`src/rtl/dfr_pkg.sv`:
```
`default_nettype none
// ============================================================================
// Module      : dfr_pkg
// Description : Shared types and helpers for the delay-based reservoir
//               front end: the sequencer state encoding, the sample width,
//               and the input masking helper.
// Revision    : 1.0 - initial release
// ============================================================================
package dfr_pkg;

    localparam int SAMPLE_WIDTH = 16;

    typedef enum logic [1:0] {
        ST_IDLE   = 2'd0,
        ST_ISSUE  = 2'd1,
        ST_WAIT   = 2'd2,
        ST_FINISH = 2'd3
    } seq_state_t;

    // Index width that stays legal for a single-node reservoir.
    function automatic int idx_width(input int n);
        return (n > 1) ? $clog2(n) : 1;
    endfunction

    // Two's complement negation wraps, so -0x8000 stays 0x8000.
    function automatic logic [SAMPLE_WIDTH-1:0] apply_mask(
        input logic [SAMPLE_WIDTH-1:0] s,
        input logic                    m
    );
        return m ? s : ((~s) + SAMPLE_WIDTH'(1));
    endfunction

endpackage
`default_nettype wire

```
`src/rtl/timeout_counter.sv`:
```
`default_nettype none
// ============================================================================
// Module      : timeout_counter
// Description : Counts enabled cycles and flags the cycle that would make
//               the count reach TIMEOUT_CYCLES.
// Revision    : 1.0 - initial release
// ============================================================================
module timeout_counter #(
    parameter int TIMEOUT_CYCLES = 64
) (
    input  logic clk,
    input  logic rst,
    input  logic clr,
    input  logic en,
    output logic expired
);

    localparam int            CNT_W    = $clog2(TIMEOUT_CYCLES + 1);
    localparam logic [CNT_W-1:0] LAST_CNT = CNT_W'(TIMEOUT_CYCLES - 1);

    logic [CNT_W-1:0] r_count;

    // Expiry is flagged combinationally so the owner can abort on the very
    // cycle that completes the budget.
    assign expired = en && (r_count == LAST_CNT);

    always_ff @(posedge clk or posedge rst) begin
        if (rst) begin
            r_count <= '0;
        end else if (clr || expired) begin
            r_count <= '0;
        end else if (en) begin
            r_count <= r_count + CNT_W'(1);
        end
    end

endmodule
`default_nettype wire

```
`src/rtl/reservoir_sequencer.sv`:
```
`default_nettype none
// ============================================================================
// Module      : reservoir_sequencer
// Description : Feeds one host sample to the delay-based reservoir as a
//               series of masked per-node updates and streams node outputs.
// Revision    : 1.0 - initial release
// ============================================================================
module reservoir_sequencer
    import dfr_pkg::*;
#(
    parameter int NUM_VIRTUAL_NODES = 10,
    parameter int DATA_WIDTH        = 32,
    parameter int TIMEOUT_CYCLES    = 64
) (
    input  logic                                     clk,
    input  logic                                     rst,
    input  logic                                     sample_valid,
    output logic                                     sample_ready,
    input  logic [SAMPLE_WIDTH-1:0]                  sample,
    input  logic [NUM_VIRTUAL_NODES-1:0]             mask,
    output logic                                     res_en,
    output logic [DATA_WIDTH-1:0]                    res_din,
    input  logic [DATA_WIDTH-1:0]                    res_dout,
    input  logic                                     res_valid,
    output logic                                     node_valid,
    output logic [idx_width(NUM_VIRTUAL_NODES)-1:0]  node_idx,
    output logic [DATA_WIDTH-1:0]                    node_data,
    output logic                                     done,
    output logic                                     timeout_err,
    input  logic                                     clr_err
);

    localparam int               IDX_W    = idx_width(NUM_VIRTUAL_NODES);
    localparam logic [IDX_W-1:0] LAST_IDX = IDX_W'(NUM_VIRTUAL_NODES - 1);

    seq_state_t                   r_state;
    seq_state_t                   w_state_next;
    logic [SAMPLE_WIDTH-1:0]      r_sample;
    logic [NUM_VIRTUAL_NODES-1:0] r_mask;
    logic [IDX_W-1:0]             r_cnt;
    logic [DATA_WIDTH-1:0]        r_din;
    logic                         r_node_valid;
    logic [IDX_W-1:0]             r_node_idx;
    logic [DATA_WIDTH-1:0]        r_node_data;
    logic                         r_done;
    logic                         r_err;

    logic                         w_accept;
    logic                         w_capture;
    logic                         w_last;
    logic                         w_tmo_en;
    logic                         w_tmo_clr;
    logic                         w_expired;
    logic [IDX_W-1:0]             w_cnt_inc;
    logic [NUM_VIRTUAL_NODES-1:0] w_next_sel;
    logic                         w_next_bit;

    assign w_accept   = sample_valid && sample_ready;
    assign w_capture  = (r_state == ST_WAIT) && res_valid;
    assign w_last     = (r_cnt == LAST_IDX);
    assign w_tmo_clr  = w_accept || res_en || w_capture;
    assign w_cnt_inc  = r_cnt + IDX_W'(1);
    assign w_next_sel = NUM_VIRTUAL_NODES'(1) << w_cnt_inc;
    assign w_next_bit = |(r_mask & w_next_sel);

    timeout_counter #(
        .TIMEOUT_CYCLES (TIMEOUT_CYCLES)
    ) u_timeout (
        .clk     (clk),
        .rst     (rst),
        .clr     (w_tmo_clr),
        .en      (w_tmo_en),
        .expired (w_expired)
    );

    always_ff @(posedge clk or posedge rst) begin
        if (rst) begin
            r_state <= ST_IDLE;
        end else begin
            r_state <= w_state_next;
        end
    end

    always_comb begin
        w_state_next = r_state;
        case (r_state)
            ST_IDLE: begin
                if (w_accept) begin
                    w_state_next = ST_ISSUE;
                end
            end
            ST_ISSUE: begin
                if (res_valid) begin
                    w_state_next = ST_WAIT;
                end else if (w_expired) begin
                    w_state_next = ST_IDLE;
                end
            end
            ST_WAIT: begin
                if (res_valid) begin
                    w_state_next = w_last ? ST_FINISH : ST_ISSUE;
                end else if (w_expired) begin
                    w_state_next = ST_IDLE;
                end
            end
            ST_FINISH: begin
                w_state_next = ST_IDLE;
            end
            default: begin
                w_state_next = ST_IDLE;
            end
        endcase
    end

    // A capture on the final waiting cycle takes priority over the timeout,
    // which is why the counter only runs while res_valid is low.
    always_comb begin
        sample_ready = 1'b0;
        res_en       = 1'b0;
        w_tmo_en     = 1'b0;
        case (r_state)
            ST_IDLE: begin
                sample_ready = !rst;
            end
            ST_ISSUE: begin
                res_en   = res_valid;
                w_tmo_en = !res_valid;
            end
            ST_WAIT: begin
                w_tmo_en = !res_valid;
            end
            default: begin
                sample_ready = 1'b0;
            end
        endcase
    end

    always_ff @(posedge clk or posedge rst) begin
        if (rst) begin
            r_sample     <= '0;
            r_mask       <= '0;
            r_cnt        <= '0;
            r_din        <= '0;
            r_node_valid <= 1'b0;
            r_node_idx   <= '0;
            r_node_data  <= '0;
            r_done       <= 1'b0;
            r_err        <= 1'b0;
        end else begin
            r_node_valid <= w_capture;
            r_done       <= (r_state == ST_FINISH);

            // The next node's masked input is prepared at the capture edge so
            // res_din is already stable when the following ISSUE cycle fires.
            if (w_accept) begin
                r_sample <= sample;
                r_mask   <= mask;
                r_cnt    <= '0;
                r_din    <= DATA_WIDTH'(apply_mask(sample, mask[0]));
            end else if (w_capture) begin
                r_node_data <= res_dout;
                r_node_idx  <= r_cnt;
                if (w_last) begin
                    r_din <= '0;
                end else begin
                    r_cnt <= w_cnt_inc;
                    r_din <= DATA_WIDTH'(apply_mask(r_sample, w_next_bit));
                end
            end else if (w_expired) begin
                r_din <= '0;
            end

            if (w_expired) begin
                r_err <= 1'b1;
            end else if (clr_err) begin
                r_err <= 1'b0;
            end
        end
    end

    assign res_din     = r_din;
    assign node_valid  = r_node_valid;
    assign node_idx    = r_node_idx;
    assign node_data   = r_node_data;
    assign done        = r_done;
    assign timeout_err = r_err;

endmodule
`default_nettype wire

```
`config.mk`:
```
export PLATFORM = sky130hd
export DESIGN_NAME = reservoir_sequencer
export DESIGN_NICKNAME = d
export VERILOG_FILES = /design/src/rtl/dfr_pkg.sv /design/src/rtl/timeout_counter.sv /design/src/rtl/reservoir_sequencer.sv
export SDC_FILE = /design/constraint.sdc
export NUM_CORES = 1
export LEC_CHECK = 0
export ABC_AREA = 1
export CAP_MARGIN = 20
export CELL_PAD_IN_SITES_DETAIL_PLACEMENT = 1
export CELL_PAD_IN_SITES_GLOBAL_PLACEMENT = 1
export CORE_MARGIN = 8
export CORE_UTILIZATION = 36
export DETAILED_ROUTE_END_ITERATION = 8
export PLACE_DENSITY = 0.82
export SYNTH_ARGS = -nofsm -noshare
export SYNTH_HDL_FRONTEND = slang
export SYNTH_SLANG_ARGS = --single-unit
```
`constraint.sdc`:
```
create_clock -name clk -period 4.4 [get_ports clk]
set_clock_uncertainty 0.05 [all_clocks]
set_input_delay 0.88 -clock clk [delete_from_list [all_inputs] [get_ports clk]]
set_output_delay 0.88 -clock clk [all_outputs]
set_load 0.02 [all_outputs]
```
Word-level counts from Yosys, hierarchy flattened
Cells that the tools add are included.
{"block": "word_totals", "word_cells": 66, "mem_bits_rw": 0, "romBits": 0, "n_memories": 0, "regBits": 110, "latchBits": 0}
{"block": "op_classes", "reduce_logical": 17, "n_eq_ne": 7, "mul": 0, "mux": 22, "shift": 1, "magnitude_cmp": 0, "n_addsub": 4, "n_bitwise": 4, "n_div": 0}
{"operator": "two-way mux 32 bit", "count": 3}
{"operator": "two-way mux 16 bit", "count": 3}
{"operator": "adder 16 x 1 -> 16 bit (second input constant)", "count": 2}
{"operator": "NOT 16 bit", "count": 2}
{"operator": "two-way mux 7 bit", "count": 2}
{"operator": "two-way mux 4 bit", "count": 3}
{"operator": "bitwise AND 10 bit", "count": 1}
{"operator": "two-way mux 2 bit", "count": 5}
{"operator": "OR reduction 10 bit", "count": 1}
{"operator": "left shift 1 x 4 -> 10 bit (first input constant)", "count": 1}
{"operator": "one-hot mux 2 bit (4 select lines)", "count": 1}
{"operator": "adder 7 x 1 -> 7 bit (second input constant)", "count": 1}
{"operator": "== test 7 x 6 -> 1 bit (second input constant)", "count": 1}
{"operator": "nonzero test 2 bit", "count": 3}
{"operator": "two-way mux 1 bit", "count": 5}
{"operator": "adder 4 x 1 -> 4 bit (second input constant)", "count": 1}
{"operator": "== test 2 bit (second input constant)", "count": 2}
{"operator": "== test 4 bit (second input constant)", "count": 1}
{"operator": "!= test 2 bit (second input constant)", "count": 2}
{"operator": "AND reduction 2 bit", "count": 2}
{"operator": "logical AND 1 bit", "count": 3}
{"operator": "logical OR 1 bit", "count": 3}
{"operator": "nonzero test 3 bit", "count": 1}
{"operator": "== test 2 x 1 -> 1 bit (second input constant)", "count": 1}
{"operator": "4 further kinds", "count": 5}

Longest topological paths before layout
Gate-level depths: netlist of run 1.
{"block": "depth", "ltp_word": 8, "ltp_mapped": 13}

Hierarchy
Synthesis of run 1 repeated with hierarchy kept, for this count alone.
{"block": "unflattened", "hier_cells": 701, "hier_area_um2": 5331.4}
{"mod": "reservoir_sequencer", "seq_area_each_um2": 2177.1, "area_each_um2": 4922.2, "cells_per_inst": 647, "n_inst": 1}
{"mod": "timeout_counter", "seq_area_each_um2": 175.2, "area_each_um2": 409.1, "cells_per_inst": 54, "n_inst": 1}

Worst setup path after synthesis of run 1
No wires, ideal clock.
{"block": "synth_timing", "path_type": "in2reg", "start": "input port rst", "end": "register r_node_data[28] (netlist: node_data[28])", "setup_ps": 125, "path_buffers": 1, "t_arrival_ps": 2087, "cell_stages": 5, "setup_slack_ps": 2138, "required_time_ps": 4225, "cell_sequence": "nor2_1 nand2_2 nand2_1 buf_2 mux2_2"}
{"block": "synth_via", "elab_chain_len": 5}
{"item": "start, declared", "line_no": "reservoir_sequencer.sv:16", "rtl": "input logic rst,"}
{"item": "zero test 1 bit (no line)"}
{"item": "two-way mux 1 bit", "line_no": "reservoir_sequencer.sv:121", "rtl": "case (r_state)"}
{"item": "logical AND 1 bit", "line_no": "reservoir_sequencer.sv:58", "rtl": "assign w_accept = sample_valid && sample_ready;"}
{"item": "NOT 1 bit (no line)"}
{"item": "AND reduction 2 bit (no line)"}
{"item": "end signal, assigned", "line_no": "reservoir_sequencer.sv:161", "rtl": "r_node_data <= res_dout;"}
{"item": "end, declared", "line_no": "reservoir_sequencer.sv:44", "rtl": "logic [DATA_WIDTH-1:0] r_node_data;"}
Every way passes these cells.
A chain may end at the register's enable or synchronous reset.

Final worst setup path of run 1
{"block": "layout_timing", "start": "input port res_valid", "end": "output port res_en"}
{"block": "layout_via", "elab_chain_len": 1}
{"item": "start, declared", "line_no": "reservoir_sequencer.sv:24", "rtl": "input logic res_valid,"}
{"item": "two-way mux 1 bit", "line_no": "reservoir_sequencer.sv:121"}
{"item": "end, declared", "line_no": "reservoir_sequencer.sv:21", "rtl": "output logic res_en,"}
Every way passes these cells.

==> impl_metrics.tcl, run 1 <==
set metrics [dict create \
    fmax_ghz 0.322 \
    crit_type "input pin to output pin" \
    register_area_sq_um 2350 \
    final_common_cell "nand2_1" \
    synth.avg_cell_area_sq_um 8.19 \
    antenna_cells 0 \
    ios 136 \
    n_fill_cell 1657 \
    clk_path_buf_depth 2 \
    hold_viol_final 0 \
    status "completed" \
    gr-total-overflow 0 \
    cts_root_buffer "clkbuf_16" \
    r2r_end "node_data[18]" \
    rows 43 \
    die-area_sq_um 18400 \
    track_usage_pct 17.8 \
    yosysUniqueCellTypes 31 \
    cts_buffers 9 \
    cts.clk_slew.worst_paths_ps 70 \
    drive_above_1_share_pct 8.93 \
    gr-max-usage-layer "met2" \
    synth_seq_cells 94 \
    r2r-start "r_state[1]" \
    fin_tns_setup_ps 0 \
    h-tree-depth 3 \
    peakVddDrop_v 0.000260 \
    max_cap_viol_count 0 \
    core_area_sq_um 13900 \
    startpoint "res_valid" \
    path_max_fanout 4 \
    clock_latency_ps 350 \
    holdBufCountCts 0 \
    use_met2_pct 31.3 \
    cts_num_sinks 94 \
    crit_arrival_ps 2170 \
    grt_pass1_vias 5186 \
    numPortBuffers 119 \
    grt_use_met3_pct 3.26 \
    rsz0062_at_grt "false" \
    grt_max_degree 40 \
    wire_per_inst_um 17.3 \
    power_mw 4.61 \
    multi_input_area_sq_um 2400 \
    cp.required_ps 3470 \
    firstDrtPassIters 4 \
    power_density_nw_per_um2 683 \
    final_antenna_net_count 0 \
    relSlewSlack_pct 56.5 \
    drt_iter0_markers 256 \
    die_h_um 136 \
    wirelength_um 16100 \
    post_cts_resized 0 \
    grt_pass1_wl_um 26000 \
    yosysWarnings 0 \
    die_width_um 136 \
    drv_slew 0 \
    fin_crit_sh_pct 70.5 \
    rr_worst_depth 8 \
    layout_common_cells "nand2_1 (189), clkdlybuf4s50_1 (119), dfrtp_1 (94)" \
    p_leak_nw 3.22 \
    synth_cells 628 \
    hpwl_um 12300 \
    worst_pin_slew_ps 652 \
    cp-endpoint "res_en" \
    num-nets-final 822 \
    rrSetupSlack_ps 1790 \
    synth_seq_area_share_pct 45.7 \
    cp-start-kind "input pin" \
    gp_congestion 0.942 \
    synth_area_sq_um 5140 \
    start_util_pct 36.9 \
    hp-start "r_sample[1]" \
    cp-end-kind "output pin" \
    drcViolationCount 0 \
    postCtsSetupRepairBufs 0 \
    period_minus_slack_ps 3100 \
    cts_tree "built" \
    viasPerCell 4.94 \
    vias 4592 \
    met1_usage_pct 20.9 \
    antenna_found_initial 0 \
    setup_viol 0 \
    hold_class "register to register" \
    syn_to_final_growth_pct 31.4 \
]
## registers in the layout (all words and copies together), names as in the netlist
| name | flops |
|---|---|
| r_mask | 10 |
| r_cnt | 4 |
| node_valid | 1 |
| node_idx | 4 |
| done | 1 |
| u_timeout.r_count | 7 |
| r_sample | 16 |
| r_state | 2 |
| timeout_err | 1 |
| res_din | 16 |
| node_data | 32 |
## metrics by stage
stage | std cells | setup WS, ps | area, sq um | utilization, % | hold WS [ps]
after floorplan | 643 | 1020 | 5200 | - | 399
after global placement | 914 | 1340 | 6430 | 46.2 | 422
after detailed placement | 914 | 1220 | 6430 | 46.2 | 423
after CTS | 930 | 1280 | 6760 | 48.5 | 440
after global routing | 930 | 1240 | 6760 | 48.5 | 459
final | 930 | 1300 | 6760 | 48.5 | 434
## how the worst min path moves through the flow
stage / endpoint / slack [ps] / depth (start not counted)
floorplan: r_mask[1] / 400 / 2
finish: r_sample[1] / 430 / 2
global route: r_sample[1] / 460 / 2
detailed placement: r_sample[1] / 420 / 2
global placement: node_idx[2] / 420 / 2
CTS: r_sample[1] / 440 / 2
## where the power goes
part	switching, mW	leakage, nW	internal [mW]	total [mW]
logic	1.30	1.88	0.935	2.24
registers	0.279	1.18	1.23	1.51
clock network	0.345	0.156	0.515	0.860
total	1.93	3.22	2.68	4.61
## critical path, stage by stage
cell	delay, ps
clkdlybuf4s50_1	520
nand2_1	100
inv_1	70
clkdlybuf4s50_1	600
## final cells by class
class	count	area share (%)
well taps	180	3.33
flip-flops and latches	94	34.8
repair buffers	123	18.1
inverters	61	3.41
clock inverters	5	1.20
multi-input cells	456	35.6
clock buffers	11	3.59
## routing by layer
layer | share of wire [%] | wire [um]
met5 | 0 | 0
met1 | 43 | 6950
met4 | 1.7 | 274
met3 | 5.4 | 866
met2 | 50 | 7970
## cell usage after synthesis, drive strengths merged
cell type	instances	area share, %
a21oi	7	0.68
a31oi	1	0.12
buf	26	3.7
clkbuf	6	0.44
conb	1	0.073
dfrtp	94	46
ha	14	3.4
inv	61	4.5
mux2	32	7.0
nand2	193	14
nand3	80	8.3
nand3b	4	0.58
nand4	4	0.78
nor2	50	3.8
nor3	2	0.19
o211ai	1	0.15
o21ai	38	3.8
o21bai	1	0.15
o22ai	2	0.24
xnor2	2	0.49
xor2	9	1.5
## cell families (layout without fill, tap and decap cells)
family | after synthesis | in the layout | synth area share, %
adder cells (fa/ha/maj) | 14 | 14 | 3.41
AO/OA/AOI/OAI | 50 | 50 | 5.11
flip-flops | 94 | 94 | 45.7
multiplexers | 32 | 32 | 7.01
buffers and inverters | 93 | 200 | 8.64
XOR/XNOR | 11 | 11 | 2.02
AND/OR/NAND/NOR | 333 | 333 | 28.0
other | 1 | 16 | 0.0729
(Power assumes the default switching activity.)
==> run 2, diff against run 1 <==
--- a/config.mk
+++ b/config.mk
@@ -10,9 +10,9 @@
 export CELL_PAD_IN_SITES_DETAIL_PLACEMENT = 1
 export CELL_PAD_IN_SITES_GLOBAL_PLACEMENT = 1
 export CORE_MARGIN = 8
-export CORE_UTILIZATION = 36
+export CORE_UTILIZATION = 32
 export DETAILED_ROUTE_END_ITERATION = 8
-export PLACE_DENSITY = 0.82
+export PLACE_DENSITY = 0.77
 export SYNTH_ARGS = -nofsm -noshare
 export SYNTH_HDL_FRONTEND = slang
 export SYNTH_SLANG_ARGS = --single-unit
==> constraint.sdc (replaced) <==
create_clock -name clk -period 2.8 [get_ports clk]
set_clock_uncertainty 0.05 [all_clocks]
set_input_delay 0.56 -clock clk [delete_from_list [all_inputs] [get_ports clk]]
set_output_delay 0.56 -clock clk [all_outputs]
set_load 0.02 [all_outputs]
==> run 2 against run 1 <==
Combinational power increased by 60%. Register-to-register slack lost 1100 ps. Routed wire length is 0.99% higher. Via count is 0.46% higher. Clock-buffer cell count did not move. Cell count rose by 4.7%. Die area up 11%. Critical path type is now register to output pin. Highest routed layer unchanged.
==> impl_metrics.tcl, run 2 (synthesized netlist as in run 1, its figures left out) <==
set metrics [dict create \
    status "completed" \
    cp-end-kind "output pin" \
    largest_reg_flops 32 \
    switching_power_mw 3.02 \
    core_area_sq_um 15800 \
    cp-start-kind "register" \
    die_h_um 143 \
    h-tree-depth 3 \
    worst_pin_slew_ps 688 \
    rsz0062_at_grt "false" \
    viasPerCell 4.74 \
    rows 46 \
    setup_slack_ps 219 \
    grt_pass1_wl_um 26000 \
    cts_tree "built" \
    cts.clk_slew.worst_paths_ps 60 \
    relSlewSlack_pct 54.0 \
    gp_congestion 0.830 \
    max_stage_delay_ps 650 \
    drv_slew 0 \
    path_cells "inv_1 > ha_1 > inv_1 > nor2_1 > clkdlybuf4s50_1" \
    crit_family "buffers and inverters" \
    clk_path_buf_depth 2 \
    fin_tns_setup_ps 0 \
    firstDrtPassIters 4 \
    path_max_fanout 5 \
    hold_class "register to register" \
    gr-total-overflow 0 \
    peakVddDrop_v 0.000338 \
    p_leak_nw 3.26 \
    final_cells 974 \
    grt_max_degree 44 \
    fin_crit_sh_pct 92.2 \
    track_usage_pct 16.2 \
    ios 136 \
    postCtsSetupRepairBufs 0 \
    clockPowerShare_pct 16.9 \
    start_util_pct 32.6 \
    period_minus_slack_ps 2580 \
    hpwl_um 12900 \
    cp_common_cell "inv_1" \
    critPathBufInv 3 \
    grt_pass1_vias 4988 \
    crit_arrival_ps 1970 \
    vias 4613 \
    wire_per_inst_um 16.7 \
    drive_above_1_share_pct 9.89 \
    slowest_stage "clkdlybuf4s50_1" \
    num-nets-final 832 \
    die-area_sq_um 20400 \
    power_density_nw_per_um2 1050 \
    cts_buffers 9 \
    placed_cells_incl_taps 960 \
    switching_share_pct 42.0 \
    cp.required_ps 2190 \
    syn_to_final_growth_pct 33.8 \
    place_ws_ps 262 \
    antenna_found_initial 0 \
    setup_viol 0 \
    fmax_ghz 0.387 \
    max_cap_viol_count 0 \
    numPortBuffers 119 \
    holdBufCountCts 0 \
    die_width_um 143 \
    combPwrFrac_pct 49.9 \
    intPower_mw 4.17 \
    layout_common_cells "nand2_1 (189), clkdlybuf4s50_1 (119), dfrtp_1 (94)" \
    hold_viol_final 0 \
    final_antenna_net_count 0 \
    drt_iter0_markers 204 \
    crit_type "register to output pin" \
    post_cts_resized 0 \
    wirelength_um 16200 \
    clock_latency_ps 350 \
    drcViolationCount 0 \
    cts_num_sinks 94 \
    cts_root_buffer "clkbuf_16" \
    antenna_cells 0 \
    power_frac_seq_pct 33.1 \
    final_common_cell "nand2_1" \
]
-- run 2: cell types whose count changed in the layout (fill, tap and decap cells not counted) --
| cell | before | now |
|---|---|---|
| buf_4 | 4 | 11 |
| buf_12 | 0 | 3 |
| clkinv_2 | 2 | 0 |
| bufinv_16 | 2 | 1 |
| clkinv_4 | 0 | 1 |
| clkinvlp_4 | 1 | 2 |
| inv_6 | 1 | 0 |
-- run 2: worst paths after layout --
check / start / end / slack (ps) / depth (start not counted)
hold / removal: node_idx[2] / node_idx[2] / 430 / 2
min in group asynchronous: rst / u_timeout.r_count[0] / 670 / 2
setup reg to reg: r_cnt[0] / res_din[10] / 720 / 12
setup / recovery: r_state[0] / sample_ready / 220 / 5
hold reg to reg: node_idx[2] / node_idx[2] / 430 / 2
max in group asynchronous: rst / r_sample[9] / 1410 / 3
-- run 2: power by group through the flow --
stage          Sequential [mW]  Combinational, mW  Clock (mW)
2_1_floorplan             2.73               1.76           0
6_report                  2.38               3.59        1.22
5_1_grt                   2.48               3.95        1.31
3_3_place_gp              2.36               3.49           0
3_5_place_dp              2.41               3.61           0
4_1_cts                   2.39               3.64        1.25
-- run 2: final cells by class --
class	count	area [sq um]
clock buffers	11	243
inverters	61	233
flip-flops and latches	94	2350
repair buffers	133	1330
clock inverters	3	46.3
fillers	1928	8890
well taps	216	270
multi-input cells	456	2400
-- run 2: metal layers --
| layer | track usage [%] | wire length [um] | up-vias | share of wire, % |
|---|---|---|---|---|
| met1 | 20.2 | 7420 | 2230 | 46 |
| met5 | 0 | 0 | - | 0 |
| met4 | 7.16 | 350 | 0 | 2.2 |
| li1 | - | - | 2236 | - |
| met3 | 2.74 | 764 | 20 | 4.7 |
| met2 | 27.2 | 7680 | 127 | 47 |
-- run 2: worst register-to-register path: stages, from the launching register on --
cell     delay [ps]
dfrtp_1         480
inv_1           150
ha_1            270
nand2_1          80
nand2_1          50
nor2_1          160
nand2_2          80
nand2_1          70
nand2_1          70
nand2_1         230
nand2_1          90
nand3_1         110
nand3_1          70
-- run 2: stage by stage --
step,total power [mW],util (%),cell area [sq um],hold WS (ps)
after global placement,5.85,41.8,6590,420
final,7.19,43.6,6880,433
after detailed placement,6.02,41.8,6590,420
after CTS,7.29,43.6,6880,436
after global routing,7.74,43.6,6880,478
after floorplan,4.49,-,5200,399
==> RTL edit (config.mk and constraints of run 1) <==
The package constant `SAMPLE_WIDTH` goes from 16 to 24.
--- a/src/rtl/dfr_pkg.sv
+++ b/src/rtl/dfr_pkg.sv
@@ -8,7 +8,7 @@
 // ============================================================================
 package dfr_pkg;
 
-    localparam int SAMPLE_WIDTH = 16;
+    localparam int SAMPLE_WIDTH = 24;
 
     typedef enum logic [1:0] {
         ST_IDLE   = 2'd0,
Interface: changed (resized sample); port bits go from 136 to 144. No check against the original RTL was run, so the function may have changed too.
==> RTL edit against run 1 <==
Die area is 19% higher; cell area is 19% higher; synthesized area is 21% higher; critical path type unchanged; power is 19% higher; sequential cell count is 16 higher; setup slack worse by 6.3 ps; non-clock buffer count is 19 higher; via count is 26% higher; wire length is 19% higher; first-iteration DRC count is 22% higher; clock power is 1% higher; critical endpoint unchanged; sequential power is 22% higher.
==> RTL edit: results (changes against run 1) <==
- The flow ran to the end, and the final reports show no timing, DRC or antenna violations.
- The register area is 2753 um2 (+17%).
- The layout buffering overhead excluding clock cells came to 17.56% (-0.51 points).
- Buffers, non-clock: 142 (+15%)
- Routed length on met2: 8926 um (+12%)
- Combinational cell power: 0.00279 W (+25%)
* Number of cells on the worst reg-to-reg path: 11 (+3)
* First DRT Iteration DRCs: 312 (+22%)
* Length of routed wiring on met1: 8928 um (+29%)
- Post-Synthesis Cells: 800 (+27%)
* Top cells by instance count after synthesis: 247 x sky130_fd_sc_hd__nand2_1, 110 x sky130_fd_sc_hd__dfrtp_1, 108 x sky130_fd_sc_hd__nand3_1
* All-Layer GR Usage: 17.85% (+0.086 points)
* Global routing met2 resource utilization: 28.94% (-2.3 points)
- The post-detailed-placement cell area was 7750 um2 (+21%).
* Reg2Reg Launch Point: r_state[0]$_DFFE_PP0P_
* Fraction of final layout cells sized beyond drive strength 1: 7.519% (-1.4 points)
- By area the synthesized netlist is led by sky130_fd_sc_hd__dfrtp_1 44%, sky130_fd_sc_hd__nand2_1 15%, sky130_fd_sc_hd__nand3_1 8.7%.
- Detailed placement HPWL: 14480 um (+17%)
* Met1 Usage GRT: 24.00% (+3.1 points)
* Number of fill cells in the layout: 2087 (+26%)
- Peak fanout along the critical path: 5 (+1)
- DR WL met3: 1061 um (+23%)
- The count of port buffers added during placement is 135 (+13%).
- Placed cell count: 1140 (+25%)
- The net count reported at finish came to 1011 (+23%).
- Tightest hold margin: 439.5 ps (+5.016 ps)
- The count of different cell masters after synthesis was 34 (+9.7%).
* P_int: 0.003068 W (+14%)
- Xor-xnor portion of the synthesized cell area: 2.229% (+0.21 points)
* Net switching power: 0.002432 W (+26%)
* Worst setup slack after placement: 1228 ps (+3.750 ps)
* Via count of the first global-routing pass: 6058 (+17%)
- The portion of total power attributed to the clock network was 15.8% (-2.9 points).
* Largest net degree at the start of global routing: 94 (+140%)
* Reg2reg end: u_timeout.r_count[1]$_DFFE_PP0P_
- Post-synthesis sequential area ratio: 44.18% (-1.6 points)
- The post-layout utilization of the core came to 47.11% (-1.4 points).
- Count of multi-input combinational gates: 579 (+27%)
- Cell Count, Final, Fillers Out: 1156 (+24%)
- The adder-cell area share of the yosys netlist came to 2.811% (-0.60 points).
- The multi-input combinational cell area came to 2977 um2 (+24%).
- The post-detailed-route via-to-cell ratio is 4.985 (+0.97%).
- IR drop worst, VDD: 298.1 uV (+15%)
- The startpoint identified for the worst hold timing path is node_idx[0]$_DFFE_PP0P_.
- Post-CTS clock slew at the launch and capture registers of the worst setup and hold paths: around 80 ps
* Non-clock inverters: 84 (+38%)
- The cell leakage power came to 3.830 nW (+19%).
- Clock buffer and inverter area fraction after layout: 3.894% (-0.90 points)
- The post-synthesis mux area share was 5.783% (-1.2 points).
RTL edit: changes by cell type in the layout (fill, tap and decap cells not counted), moves of 8 or more:
cell and delta:
sky130_fd_sc_hd__nand2_1 +58, sky130_fd_sc_hd__nand3_1 +33, sky130_fd_sc_hd__inv_1 +20, sky130_fd_sc_hd__clkdlybuf4s50_1 +16
sky130_fd_sc_hd__dfrtp_1 +16, sky130_fd_sc_hd__nand4_1 +15, sky130_fd_sc_hd__nor2_1 +11, sky130_fd_sc_hd__o21ai_0 +10
sky130_fd_sc_hd__conb_1 -8
RTL edit: worst min-delay path, delay by kind of cell, from the launching register on:
family | cells | cell delay, ps
flops | 1 | 350
compound gates | 1 | 60
simple gates | 1 | 50
RTL edit: logic make-up (layout without fill, tap and decap cells):
kind of cell | count (synthesis) | after routing
and+or+nand+nor | 446 | 446
xor gates and xnor gates | 15 | 15
other | 1 | 8
buffers and inverters | 118 | 242
DFF | 110 | 110
adders and majority gates | 14 | 14
muxes | 32 | 32
AOI/OAI and AO/OA | 64 | 64
